==> config.mk <==
export PLATFORM = sky130hd
export DESIGN_NAME = cadence_gen
export DESIGN_NICKNAME = d
export VERILOG_FILES = /design/src/rtl/cadence_gen.sv
export SDC_FILE = /design/constraint.sdc
export NUM_CORES = 1
export LEC_CHECK = 0
export ABC_AREA = 1
export CORE_UTILIZATION = 40
export CTS_CLUSTER_DIAMETER = 30
export CTS_CLUSTER_SIZE = 10
export DETAILED_ROUTE_END_ITERATION = 16
export DONT_BUFFER_PORTS = 1
export GPL_ROUTABILITY_DRIVEN = 0
export GPL_TIMING_DRIVEN = 1
export HOLD_SLACK_MARGIN = 0.03
export SETUP_SLACK_MARGIN = 0.05
export SYNTH_ARGS = -nofsm -noshare
export SYNTH_HDL_FRONTEND = slang
export SYNTH_SLANG_ARGS = --single-unit
==> constraint.sdc <==
create_clock -name clk -period 3.2 [get_ports clk]
set_input_delay 0.32 -clock clk [delete_from_list [all_inputs] [get_ports clk]]
set_output_delay 0.32 -clock clk [all_outputs]
set_load 0.05 [all_outputs]
==> src/rtl/cadence_gen.sv <==
// Pedal-cadence sensor emulator: turns an 8-bit cadence period code into a
// 50%-duty cadence waveform with a one-clock rise strobe and a rise counter.
// The period encoding matches the cadence measurement path, so a code written
// here is read back unchanged by the measurement block.
module cadence_gen #(
    parameter int unsigned FAST_SIM = 1
) (
    input  logic       clk,
    input  logic       rst_n,
    input  logic       en,
    input  logic       per_vld,
    input  logic [7:0] per_in,
    output logic       per_ack,
    output logic       cadence,
    output logic       cadence_rise,
    output logic [7:0] rev_cnt,
    output logic [7:0] active_per
);

    localparam int unsigned SH       = (FAST_SIM != 0) ? 7 : 16;
    localparam logic [7:0]  NO_PEDAL = 8'hE4;

    typedef enum logic [1:0] {
        IDLE,
        HIGH,
        LOW
    } state_t;

    state_t      state_q, state_d;
    logic [23:0] tmr_q, tmr_d;
    logic        cadence_q, cadence_d;
    logic        cadence_rise_q, cadence_rise_d;
    logic        per_ack_q, per_ack_d;
    logic [7:0]  rev_cnt_q, rev_cnt_d;
    logic [7:0]  active_per_q, active_per_d;
    logic [7:0]  pending_q, pending_d;
    logic        pend_flag_q, pend_flag_d;

    logic [23:0] per_clks;
    logic [23:0] t_hi;
    logic [23:0] t_lo;
    logic        lo_done;
    logic        boundary;
    logic        apply;
    logic [7:0]  new_code;
    logic [7:0]  code;
    logic        run_ok;
    logic        start;

    // Mid-bin period of the active code and its high/low split.
    always_comb begin
        per_clks = ({16'd0, active_per_q} << SH) | (24'd1 << (SH - 1));
        t_hi     = per_clks >> 1;
        t_lo     = per_clks - t_hi;
    end

    // Period-code hand-off and FSM next state; a strobe landing on a boundary
    // bypasses the pending register so it takes effect at that same boundary.
    always_comb begin
        state_d        = state_q;
        tmr_d          = tmr_q;
        cadence_rise_d = 1'b0;
        per_ack_d      = 1'b0;
        rev_cnt_d      = rev_cnt_q;
        active_per_d   = active_per_q;
        pending_d      = pending_q;
        pend_flag_d    = pend_flag_q;
        start          = 1'b0;

        lo_done  = (state_q == LOW) && (tmr_q == t_lo - 24'd1);
        boundary = (state_q == IDLE) || lo_done;
        apply    = boundary && (per_vld || pend_flag_q);
        new_code = per_vld ? per_in : pending_q;
        code     = apply ? new_code : active_per_q;
        run_ok   = en && (code < NO_PEDAL);

        if (apply) begin
            active_per_d = new_code;
            pending_d    = new_code;
            pend_flag_d  = 1'b0;
            per_ack_d    = 1'b1;
        end else if (per_vld) begin
            pending_d    = per_in;
            pend_flag_d  = 1'b1;
        end

        case (state_q)
            IDLE: begin
                tmr_d = '0;
                if (run_ok) begin
                    state_d = HIGH;
                    start   = 1'b1;
                end
            end
            HIGH: begin
                if (!en) begin
                    state_d = IDLE;
                    tmr_d   = '0;
                end else if (tmr_q == t_hi - 24'd1) begin
                    state_d = LOW;
                    tmr_d   = '0;
                end else begin
                    tmr_d = tmr_q + 24'd1;
                end
            end
            LOW: begin
                if (lo_done) begin
                    tmr_d = '0;
                    if (run_ok) begin
                        state_d = HIGH;
                        start   = 1'b1;
                    end else begin
                        state_d = IDLE;
                    end
                end else if (!en) begin
                    state_d = IDLE;
                    tmr_d   = '0;
                end else begin
                    tmr_d = tmr_q + 24'd1;
                end
            end
            default: begin
                state_d = IDLE;
                tmr_d   = '0;
            end
        endcase

        if (start) begin
            cadence_rise_d = 1'b1;
            rev_cnt_d      = rev_cnt_q + 8'd1;
        end
        cadence_d = (state_d == HIGH);
    end

    // State and output registers, asynchronously cleared.
    always_ff @(posedge clk or negedge rst_n) begin
        if (!rst_n) begin
            state_q        <= IDLE;
            tmr_q          <= '0;
            cadence_q      <= 1'b0;
            cadence_rise_q <= 1'b0;
            per_ack_q      <= 1'b0;
            rev_cnt_q      <= '0;
            active_per_q   <= NO_PEDAL;
            pending_q      <= NO_PEDAL;
            pend_flag_q    <= 1'b0;
        end else begin
            state_q        <= state_d;
            tmr_q          <= tmr_d;
            cadence_q      <= cadence_d;
            cadence_rise_q <= cadence_rise_d;
            per_ack_q      <= per_ack_d;
            rev_cnt_q      <= rev_cnt_d;
            active_per_q   <= active_per_d;
            pending_q      <= pending_d;
            pend_flag_q    <= pend_flag_d;
        end
    end

    assign per_ack      = per_ack_q;
    assign cadence      = cadence_q;
    assign cadence_rise = cadence_rise_q;
    assign rev_cnt      = rev_cnt_q;
    assign active_per   = active_per_q;

endmodule
# Word level (Yosys, flattened, before mapping)

Index checks and enable logic that the tools add are counted.

Bits in registers: 54
Latch bits: 0
Bits in writable memories: 0
Memory bits (read-only): 0
Input bits: 12
Output and inout port bits: 19
Logic and storage cells: 48
Memories kept: 0

Add/sub/neg operators: 5
Multiply operators: 0
Div/mod/pow operators: 0
Order comparisons: 1
Equal/unequal tests: 5
Shift-type cells: 0
Mux-type cells: 21
Bitwise operators: 0
Reductions and logical operators: 7

Operator list:

| kind                                                 | number |
|---|---|
| two-way mux 24 bit                                   | 4 |
| equality test 24 bit                                 | 2 |
| case mux 24 bit (2 select lines)                     | 1 |
| adder 24 x 1 -> 24 bit (second input constant)       | 1 |
| subtractor 16 x 2 -> 17 bit (second input constant)  | 1 |
| two-way mux 8 bit                                    | 2 |
| subtractor 15 x 14 -> 16 bit                         | 1 |
| subtractor 14 x 1 -> 15 bit (second input constant)  | 1 |
| two-way mux 2 bit                                    | 5 |
| adder 8 x 1 -> 8 bit (second input constant)         | 1 |
| less-than comparator 8 bit (second input constant)   | 1 |
| two-way mux 1 bit                                    | 7 |
| case mux 2 bit (3 select lines)                      | 1 |
| equality test 2 x 1 -> 1 bit (second input constant) | 2 |
| logical AND 1 bit                                    | 3 |
| equality test 2 bit (second input constant)          | 1 |
| logical NOT 2 bit                                    | 1 |
| logical OR 1 bit                                     | 2 |
| case mux 1 bit (2 select lines)                      | 1 |
| nonzero test 2 bit                                   | 1 |

# Logic depth before layout (Yosys ltp)

Gate-level depths: netlist of run 1.

Word-level depth: 13
Gate-level depth with buffers: 29
Depth with buffers taken out: 28

# Worst setup path after synthesis of run 1

Ideal clock, no wire load.

Kind: reg-to-reg
Start point: register active_per_q[2], in the netlist active_per[2]
End point: register rev_cnt_q[5], in the netlist rev_cnt[5]
Library setup time: 0.120 ns
Arrival time: 3.031 ns
Data required time: 3.080 ns
Path slack: 0.048 ns
Stages on the path, launching flop included: 24
Path buffers: 1
Period minus slack after synthesis: 3.152 ns
Cell sequence: dfstp_2 inv_1 ha_1 nor2_1 nand2_1 nand3_1 nand3_1 nor2_4 nand3_1 nand2_1 inv_2 nor2_4 nand3_4 nand2_8 nand2_8 nand2_1 o21ai_2 nor2_2 nand2_2 nand3_4 inv_4 buf_12 nand2_2 o21ai_2

Longest elaborated chain between the ends: 12

RTL lines:

| what                              | line    | source |
|---|---|---|
| start, declared                   | 35      | `logic [7:0] active_per_q, active_per_d;` |
| start signal, assigned            | 154     | `active_per_q <= active_per_d;` |
| subtractor 15 x 14 -> 16 bit      | 54      | `t_lo = per_clks - t_hi;` |
| subtractor 16 x 2 -> 17 bit       | 70      | `lo_done = (state_q == LOW) && (tmr_q == t_lo - 24'd1);` |
| equality test 24 bit              | 70      |  |
| logical AND 1 bit                 | 70      |  |
| logical OR 1 bit                  | 71      | `boundary = (state_q == IDLE) \|\| lo_done;` |
| logical AND 1 bit                 | 72      | `apply = boundary && (per_vld \|\| pend_flag_q);` |
| two-way mux 8 bit                 | 74      | `code = apply ? new_code : active_per_q;` |
| less-than comparator 8 bit        | 75      | `run_ok = en && (code < NO_PEDAL);` |
| logical AND 1 bit                 | 75      |  |
| two-way mux 1 bit                 | 90, 109 |  |
| two-way mux 1 bit                 | 107     | `if (lo_done) begin` |
| case mux 1 bit (2 select lines) * | 87      | `case (state_q)` |
| end signal, assigned              | 153     | `rev_cnt_q <= rev_cnt_d;` |
| end, declared                     | 34      | `logic [7:0] rev_cnt_q, rev_cnt_d;` |

Every way passes the cells marked *; elsewhere a longest branch is shown, timed or not.
A chain may end at the register's enable or synchronous reset.

# Final worst setup path of run 1

Start point: register active_per_q[2], in the netlist active_per[2]
End point: register rev_cnt_q[1], in the netlist rev_cnt[1]

Same word-level chain as after synthesis.

==> results of run 1 <==
-- timing repair --
| action | CTS | global route |
|---|---|---|
| endpoints found under the hold margin | 54 | 0 |
| pin swaps | 0 | 17 |
| hold buffers | 2 | 0 |
| gates cloned | 0 | 2 |
| endpoints found under the setup margin | 5 | 33 |
| setup buffers | 2 | 10 |
| resized for setup | 1 | 56 |
-- report_power, final --
group | internal (mW) | switching, mW | leakage (nW)
clock network | 0.152 | 0.231 | 0.0444
registers | 0.831 | 0.330 | 0.694
logic | 1.01 | 1.72 | 1.24
-- state kept, by name, summed over array words and instances, names as in the netlist --
name          cells
per_ack           1
tmr_q            24
state_q           2
pend_flag_q       1
cadence_rise      1
rev_cnt           8
pending_q         8
active_per        8
cadence           1
-- routing by layer --
layer  part of all wire (%)  wire, um  vias to the layer above  global-route usage, %
li1                       -         -                     1604                      -
met1                     45      3880                     1449                   23.5
met2                     50      4240                       49                   30.6
met3                    3.6       309                       11                   3.01
met4                    1.5       127                        0                   5.01
met5                      0         0                        -                      0
-- synthesized netlist by cell type (6+ instances only) --
| cell type | count |
|---|---|
| sky130_fd_sc_hd__o21ai_2 | 7 |
| sky130_fd_sc_hd__nand3_2 | 6 |
| sky130_fd_sc_hd__a21oi_1 | 8 |
| sky130_fd_sc_hd__nor2_1 | 48 |
| sky130_fd_sc_hd__inv_2 | 7 |
| sky130_fd_sc_hd__nand2_2 | 22 |
| sky130_fd_sc_hd__nor3_1 | 16 |
| sky130_fd_sc_hd__xor2_1 | 10 |
| sky130_fd_sc_hd__dfstp_2 | 8 |
| sky130_fd_sc_hd__ha_1 | 18 |
| sky130_fd_sc_hd__inv_1 | 74 |
| sky130_fd_sc_hd__dfrtp_1 | 46 |
| sky130_fd_sc_hd__nand4_1 | 8 |
| sky130_fd_sc_hd__xnor2_1 | 7 |
| sky130_fd_sc_hd__nand3_1 | 31 |
| sky130_fd_sc_hd__o21ai_0 | 13 |
| sky130_fd_sc_hd__nand2_1 | 121 |
-- cell families after synthesis --
group           count (synthesis)  synth area share [%]
simple gates                  276                  36.5
buf+inv                        90                  9.69
flops                          54                  37.0
compound gates                 36                  6.60
fa+ha+maj                      18                  6.12
xor+xnor                       17                  4.05
-- path summary, 6_finish.rpt --
check	startpoint	to	slack (ns)	cells after the start
setup reg to reg	active_per[2]$_DFF_PN1_	rev_cnt[1]$_DFFE_PN0P_	0.06	23
min in group asynchronous	rst_n	tmr_q[12]$_DFF_PN0_	0.52	2
max in group asynchronous	rst_n	pending_q[6]$_DFF_PN1_	2.36	2
hold / removal	per_vld	pending_q[7]$_DFF_PN1_	0.14	2
setup / recovery	active_per[2]$_DFF_PN1_	rev_cnt[1]$_DFFE_PN0P_	0.06	23
hold reg to reg	tmr_q[0]$_DFF_PN0_	tmr_q[0]$_DFF_PN0_	0.47	1
-- stage by stage --
stage          cell area [um^2]  hold slack [ns]
3_5_place_dp               3890           0.0253
3_3_place_gp               3890           0.0262
5_1_grt                    4340            0.149
6_report                   4340            0.140
4_1_cts                    4030            0.116
2_1_floorplan              3690           0.0244
-- cell type report --
type | count | area, um^2
Sequential cell | 54 | 1360
Timing Repair Buffer | 28 | 236
Inverter | 84 | 333
Tap cell | 108 | 135
Clock buffer | 5 | 68.8
Fill cell | 865 | 4470
Multi-Input combinational cell | 348 | 2180
Clock inverter | 2 | 13.8
Timing Repair inverter | 1 | 8.76
-- placed cells by master (no fill, tap or decap), types with 6 or more instances in the layout --
master | Yosys | final
sky130_fd_sc_hd__nand2_1 | 121 | 106
sky130_fd_sc_hd__inv_1 | 74 | 69
sky130_fd_sc_hd__ha_4 | 0 | 6
sky130_fd_sc_hd__a21oi_1 | 8 | 8
sky130_fd_sc_hd__xnor2_1 | 7 | 7
sky130_fd_sc_hd__xor2_1 | 10 | 10
sky130_fd_sc_hd__nor3_1 | 16 | 16
sky130_fd_sc_hd__inv_2 | 7 | 10
sky130_fd_sc_hd__dfrtp_1 | 46 | 46
sky130_fd_sc_hd__nor2_1 | 48 | 41
sky130_fd_sc_hd__ha_1 | 18 | 11
sky130_fd_sc_hd__nand3_1 | 31 | 22
sky130_fd_sc_hd__nand4_1 | 8 | 8
sky130_fd_sc_hd__buf_4 | 0 | 25
sky130_fd_sc_hd__nand2_2 | 22 | 33
sky130_fd_sc_hd__nand3_2 | 6 | 15
sky130_fd_sc_hd__o21ai_2 | 7 | 6
sky130_fd_sc_hd__nor2_2 | 5 | 11
sky130_fd_sc_hd__o21ai_0 | 13 | 13
sky130_fd_sc_hd__dfstp_2 | 8 | 8
==> parameters.txt, run 1 <==
Parameter                              Value

Critical path
  Most numerous cell on the critical path ... sky130_fd_sc_hd__nand2_2
  Data arrival, critical path ... 3.36 ns
  Crit path largest cell delay ... 0.58 ns
  Number of buffer and inverter instances along the worst setup path ... 3
  Endpoint kind of the worst setup timing path ... flop
  Type of the worst setup path ... reg2reg
  Required time at the endpoint of the critical path ... 3.41 ns
  Standard cell with the maximum stage delay on the critical path ... sky130_fd_sc_hd__dfstp_2
  Critical path's top delay family ... simple AND/OR/NAND/NOR gates
  Crit path cell chain ... inv_4, ha_4, inv_4, a21oi_4, nand2_2, nand2_2, nand3_2, nand3_2, nand2_2, nor2_2, nand3_2, nor2_4, nand3_4, nand2_8, nand2_8, nand2_4, o21ai_2, nor2_2, nand2_2, nand3_4, clkinv_8, nand2_2, o21ai_2
  Startpoint type of the worst setup path ... flop
  Critical-path maximum fanout ... 8

Clocking
  Root Buffer ... sky130_fd_sc_hd__clkbuf_8
  H-Tree Level Count ... 2
  Number of sinks handled by clock tree synthesis ... 54
  Num CTS Buffers ... 5
  TritonCTS clock tree ... yes
  Insertion delay to the later sink of the worst-skew pair ... 0.32 ns
  Buffer levels on the longest clock path ... 2
  Clock transition time at the flip-flop clock pins of the worst setup and hold paths ... 0.10 ns

Routing
  DRC violations left ... 0
  Final wirelength ... 8560 um
  Detail-routed via count per cell ... 4.94
  Antenna viol nets, final ... 0
  Routed wirelength normalized by instance count ... 13.6 um
  Via count ... 3113
  Drt pass-1 iters ... 4
  Iteration-0 DRC count of the detailed router ... 166

Global route
  Number of antenna violations at the first check in global routing ... 0
  Remaining global-route overflow ... 0
  First-pass GRT wire length ... 13900 um
  Global-route usage over all layers ... 17.9%
  Largest net degree at the start of global routing ... 55
  Via count of the first global-routing pass ... 2941

STA
  Fin worst setup slack ... 0.0554 ns
  Max-slew violation count ... 0
  Hold violation count in the final report ... 0
  Total setup violations reported at the end of the flow ... 0
  Setup repair after global routing missed its margin ... true
  Setup TNS after final layout ... 0 ns
  Minimum clock period ... 3.14 ns
  F_max ... 0.318 GHz
  Post-route fraction of the period consumed by the critical path ... 98.3%
  Worst Tran Pin Value ... 0.640 ns
  Clock tree skew after final layout ... 0.00970 ns
  Max-Slew Margin vs Limit ... 57.3%

Synthesis
  Net Count, Synth ... 521
  Most used flip-flop cell after synthesis ... sky130_fd_sc_hd__dfrtp_1
  Post-synth cell types ... 36
  Post-synthesis cell type with the largest combined area ... sky130_fd_sc_hd__dfrtp_1
  EDFF count, synth ... 0
  Sequential share of the synthesized area ... 37.0%
  Async S/R FF share, synth ... 100%
  Area of the mapped netlist ... 0.00368 mm^2
  Share of the synthesized area in the top cell type ... 31.3%
  Syn. warnings ... 0
  Number of register bits inferred by synthesis ... 54
  Top post-synthesis cells by area ... sky130_fd_sc_hd__dfrtp_1, sky130_fd_sc_hd__nand2_1, sky130_fd_sc_hd__inv_1, sky130_fd_sc_hd__ha_1, sky130_fd_sc_hd__dfstp_2
  Number of instances in the synthesized netlist ... 491
  Mean instance size in the synthesized netlist ... 7.49 um^2

Job
  Max-cap check violation count ... 0

Placement
  Total of buffers placed on input and output ports ... 0
  Worst Setup Slack post-DPL ... 0.0222 ns
  HPWL Detailed ... 6330 um
  Dpl cells ... 607

Cells and area
  Final Instance Count excl. Fillers ... 630
  Final net count ... 552
  Utilization after layout ... 49.3%
  Number of antenna cells inserted ... 0
  Fraction of layout cells with a size suffix above 1 ... 28.4%
  Synthesis-to-layout area growth ... 18.0%

Floorplanning
  Floorplan die area ... 0.00958 mm^2
  Number of I/O pins ... 31
  Core region area ... 0.00881 mm^2
  Die span in y ... 97.9 um
  Width of the die ... 97.9 um
  Starting utilization of the core area ... 41.8%
  Total number of placement rows ... 34

Status
  Run status ... finished, final reports clean

Worst hold path
  Min-Delay Path Class ... in2reg

Power
  Total power divided by cell area ... 986 mW/mm^2
  Worst-case vdd ir drop ... 507 uV
  Static leakage power ... 1.97 nW
  Tot Pwr ... 4.28 mW
(Power assumes the default switching activity.)
==> run 2, diff against run 1 <==
Settings changed: PLACE_DENSITY set to 0.58.
==> run 2 against run 1 <==
  * First-iteration DRC count is 19% lower
  * Wire length is 3.8% higher
  * Worst setup slack got worse by 0.040 ns
  * Highest routed layer unchanged
  * Count of clock-buffer cells in the layout up 1
  * Critical endpoint is now rev_cnt[4]$_DFFE_PN0P_
  * Clock skew about the same
  * Global-route usage about the same
  * Largest power group unchanged
  * Cell count grew 0.79%
==> parameters.txt, run 2 (same netlist as run 1, synthesis figures left out) <==
Parameter                              Value

Status
  Run status ... finished, final reports clean

Routing
  Detail-routed via count per cell ... 4.94 (about the same)
  Iteration-0 DRC count of the detailed router ... 135 (-19%)
  Via count ... 3140 (+0.87%)
  Drt pass-1 iters ... 4 (unchanged)
  Antenna viol nets, final ... 0 (unchanged)
  DRC violations left ... 0 (unchanged)
  Final wirelength ... 8880 um (+3.8%)
  Routed wirelength normalized by instance count ... 14.0 um (+2.9%)

Critical path
  Crit path largest cell delay ... 0.59 ns (about the same)
  Crit path cell chain ... inv_4, ha_4, inv_4, a21oi_4, nand2_2, nand2_2, nand3_2, nor2_4, buf_4, nand3_1, nand3_2, nand2_2, nand3_4, nand2_8, nand2_8, nand2_4, nand2_2, nand2_2, nor2_2, nand2_2, nand3_4, clkinv_8, nand2_1, o21ai_2
  Most numerous cell on the critical path ... sky130_fd_sc_hd__nand2_2
  Endpoint kind of the worst setup timing path ... flop
  Data arrival, critical path ... 3.39 ns (+0.03 ns)
  Critical-path maximum fanout ... 7 (-1)
  Startpoint type of the worst setup path ... flop
  Standard cell with the maximum stage delay on the critical path ... sky130_fd_sc_hd__dfstp_2
  Required time at the endpoint of the critical path ... 3.41 ns (about the same)
  Type of the worst setup path ... reg2reg

Clocking
  TritonCTS clock tree ... yes
  H-Tree Level Count ... 2 (unchanged)
  Num CTS Buffers ... 5 (unchanged)
  Buffer levels on the longest clock path ... 2 (unchanged)
  Root Buffer ... sky130_fd_sc_hd__clkbuf_8
  Insertion delay to the later sink of the worst-skew pair ... 0.31 ns (about the same)
  Number of sinks handled by clock tree synthesis ... 54 (unchanged)
  Clock transition time at the flip-flop clock pins of the worst setup and hold paths ... 0.10 ns (about the same)

Floorplanning
  Starting utilization of the core area ... 41.8% (unchanged)
  Floorplan die area ... 0.00958 mm^2 (unchanged)
  Die span in y ... 97.9 um (unchanged)
  Number of I/O pins ... 31 (unchanged)
  Core region area ... 0.00881 mm^2 (unchanged)
  Total number of placement rows ... 34 (unchanged)
  Width of the die ... 97.9 um (unchanged)

STA
  Max-slew violation count ... 0 (unchanged)
  Post-route worst hold slack ... 0.145 ns (+0.00471 ns)
  Minimum clock period ... 3.18 ns (+0.0404 ns)
  Max-Slew Margin vs Limit ... 56.4% (-0.91 points)
  Post-route fraction of the period consumed by the critical path ... 99.5% (+1.3 points)
  Setup repair after global routing missed its margin ... true
  Worst Tran Pin Value ... 0.648 ns (+0.00764 ns)
  Total setup violations reported at the end of the flow ... 0 (unchanged)
  Clock tree skew after final layout ... 0.0101 ns (+0.000434 ns)
  Hold violation count in the final report ... 0 (unchanged)
  F_max ... 0.314 GHz (-1.3%)

Cells and area
  Filler cell count ... 844 (-2.4%)
  Fraction of layout cells with a size suffix above 1 ... 31.9% (+3.5 points)
  Number of flip-flops in the largest register ... 24 (unchanged)
  Leading cell type in the layout, fill and taps excluded ... sky130_fd_sc_hd__nand2_1
  Most frequent cells in the layout ... sky130_fd_sc_hd__nand2_1, sky130_fd_sc_hd__inv_1, sky130_fd_sc_hd__dfrtp_1
  Largest Register ... tmr_q
  Number of antenna cells inserted ... 0 (unchanged)
  Final net count ... 556 (+0.72%)
  Synthesis-to-layout area growth ... 20.9%
  Utilization after layout ... 50.5% (+1.2 points)

Power
  Static leakage power ... 1.98 nW (+0.39%)
  Total power divided by cell area ... 978 mW/mm^2 (-0.79%)
  Worst-case vdd ir drop ... 512 uV (+0.91%)

Worst hold path
  Min-Delay Path Class ... in2reg

Placement
  HPWL Detailed ... 6300 um (-0.41%)
  Total of buffers placed on input and output ports ... 0 (unchanged)

Global route
  First-pass GRT wire length ... 13800 um (-0.80%)
  Global-route usage over all layers ... 18.0% (about the same)
  Remaining global-route overflow ... 0 (unchanged)
  Via count of the first global-routing pass ... 2906 (-1.2%)
  Number of antenna violations at the first check in global routing ... 0 (unchanged)
  Largest net degree at the start of global routing ... 55 (unchanged)

Job
  Max-cap check violation count ... 0 (unchanged)
==> run 2: report_power, final <==
part | switching [mW] | total, mW | internal [mW]
sequential | 0.337 | 1.17 | 0.833
combinational | 1.76 | 2.80 | 1.04
clock | 0.228 | 0.383 | 0.155
==> run 2: layout make-up <==
class / count / area (um^2) / area share [%]
tap: 108 / 135 / 3.04
clock inverter: 2 / 13.8 / 0.310
timing repair inverter: 1 / 8.76 / 0.197
sequential: 54 / 1360 / 30.7
clock buffer: 6 / 72.6 / 1.63
inverter: 84 / 333 / 7.49
timing repair buffer: 32 / 274 / 6.16
multi-input combinational: 348 / 2240 / 50.5
==> run 2: timing repair <==
action	in CTS	in global routing
endpoints found under the setup margin	2	32
gates resized for setup	2	76
endpoints found under the hold margin	54	0
hold buffers	2	0
pin swaps	0	24
cloned	0	2
setup buffers	0	17
==> run 2: layer usage <==
layer	wire, um	GRT usage (%)	share of wire [%]	vias up
met5	0	0	0	-
met4	80	4.55	0.90	0
met3	223	2.65	2.5	6
met2	4460	30.4	50	41
met1	4110	24.1	46	1483
li1	-	-	-	1610
==> run 2: worst max-delay path, delay by kind of cell, from the launching register on <==
family,cells,cell delay (ns)
AO/OA/AOI/OAI,2,0.22
AND/OR/NAND/NOR,17,1.64
flip-flops,1,0.59
adder cells (fa/ha/maj),1,0.30
buffers and inverters,4,0.33
==> run 2: through the flow <==
stage	setup TNS (ns)	std cells	cell area, um^2	setup slack [ns]	power (mW)
after detailed placement	0	606	3880	0.0524	3.38
after global placement	0	606	3880	0.0775	3.35
after global routing	-1.40	635	4450	-0.158	4.65
after floorplan	0	491	3690	0.0582	2.94
after CTS	0	616	4010	0.0584	3.80
final	0	635	4450	0.0150	4.35
==> run 2: final timing paths <==
check                                        start                 endpoint  cells after the start  slack (ns)
max                        active_per[2]$_DFF_PN1_   rev_cnt[4]$_DFFE_PN0P_                     24        0.02
min                                             en      tmr_q[10]$_DFF_PN0_                      2        0.14
max reg2reg                active_per[2]$_DFF_PN1_   rev_cnt[4]$_DFFE_PN0P_                     24        0.02
min reg2reg                 pending_q[0]$_DFF_PN0_   pending_q[0]$_DFF_PN0_                      2        0.48
max in group asynchronous                    rst_n  active_per[5]$_DFF_PN1_                      2        2.34
min in group asynchronous                    rst_n      tmr_q[10]$_DFF_PN0_                      2        0.56
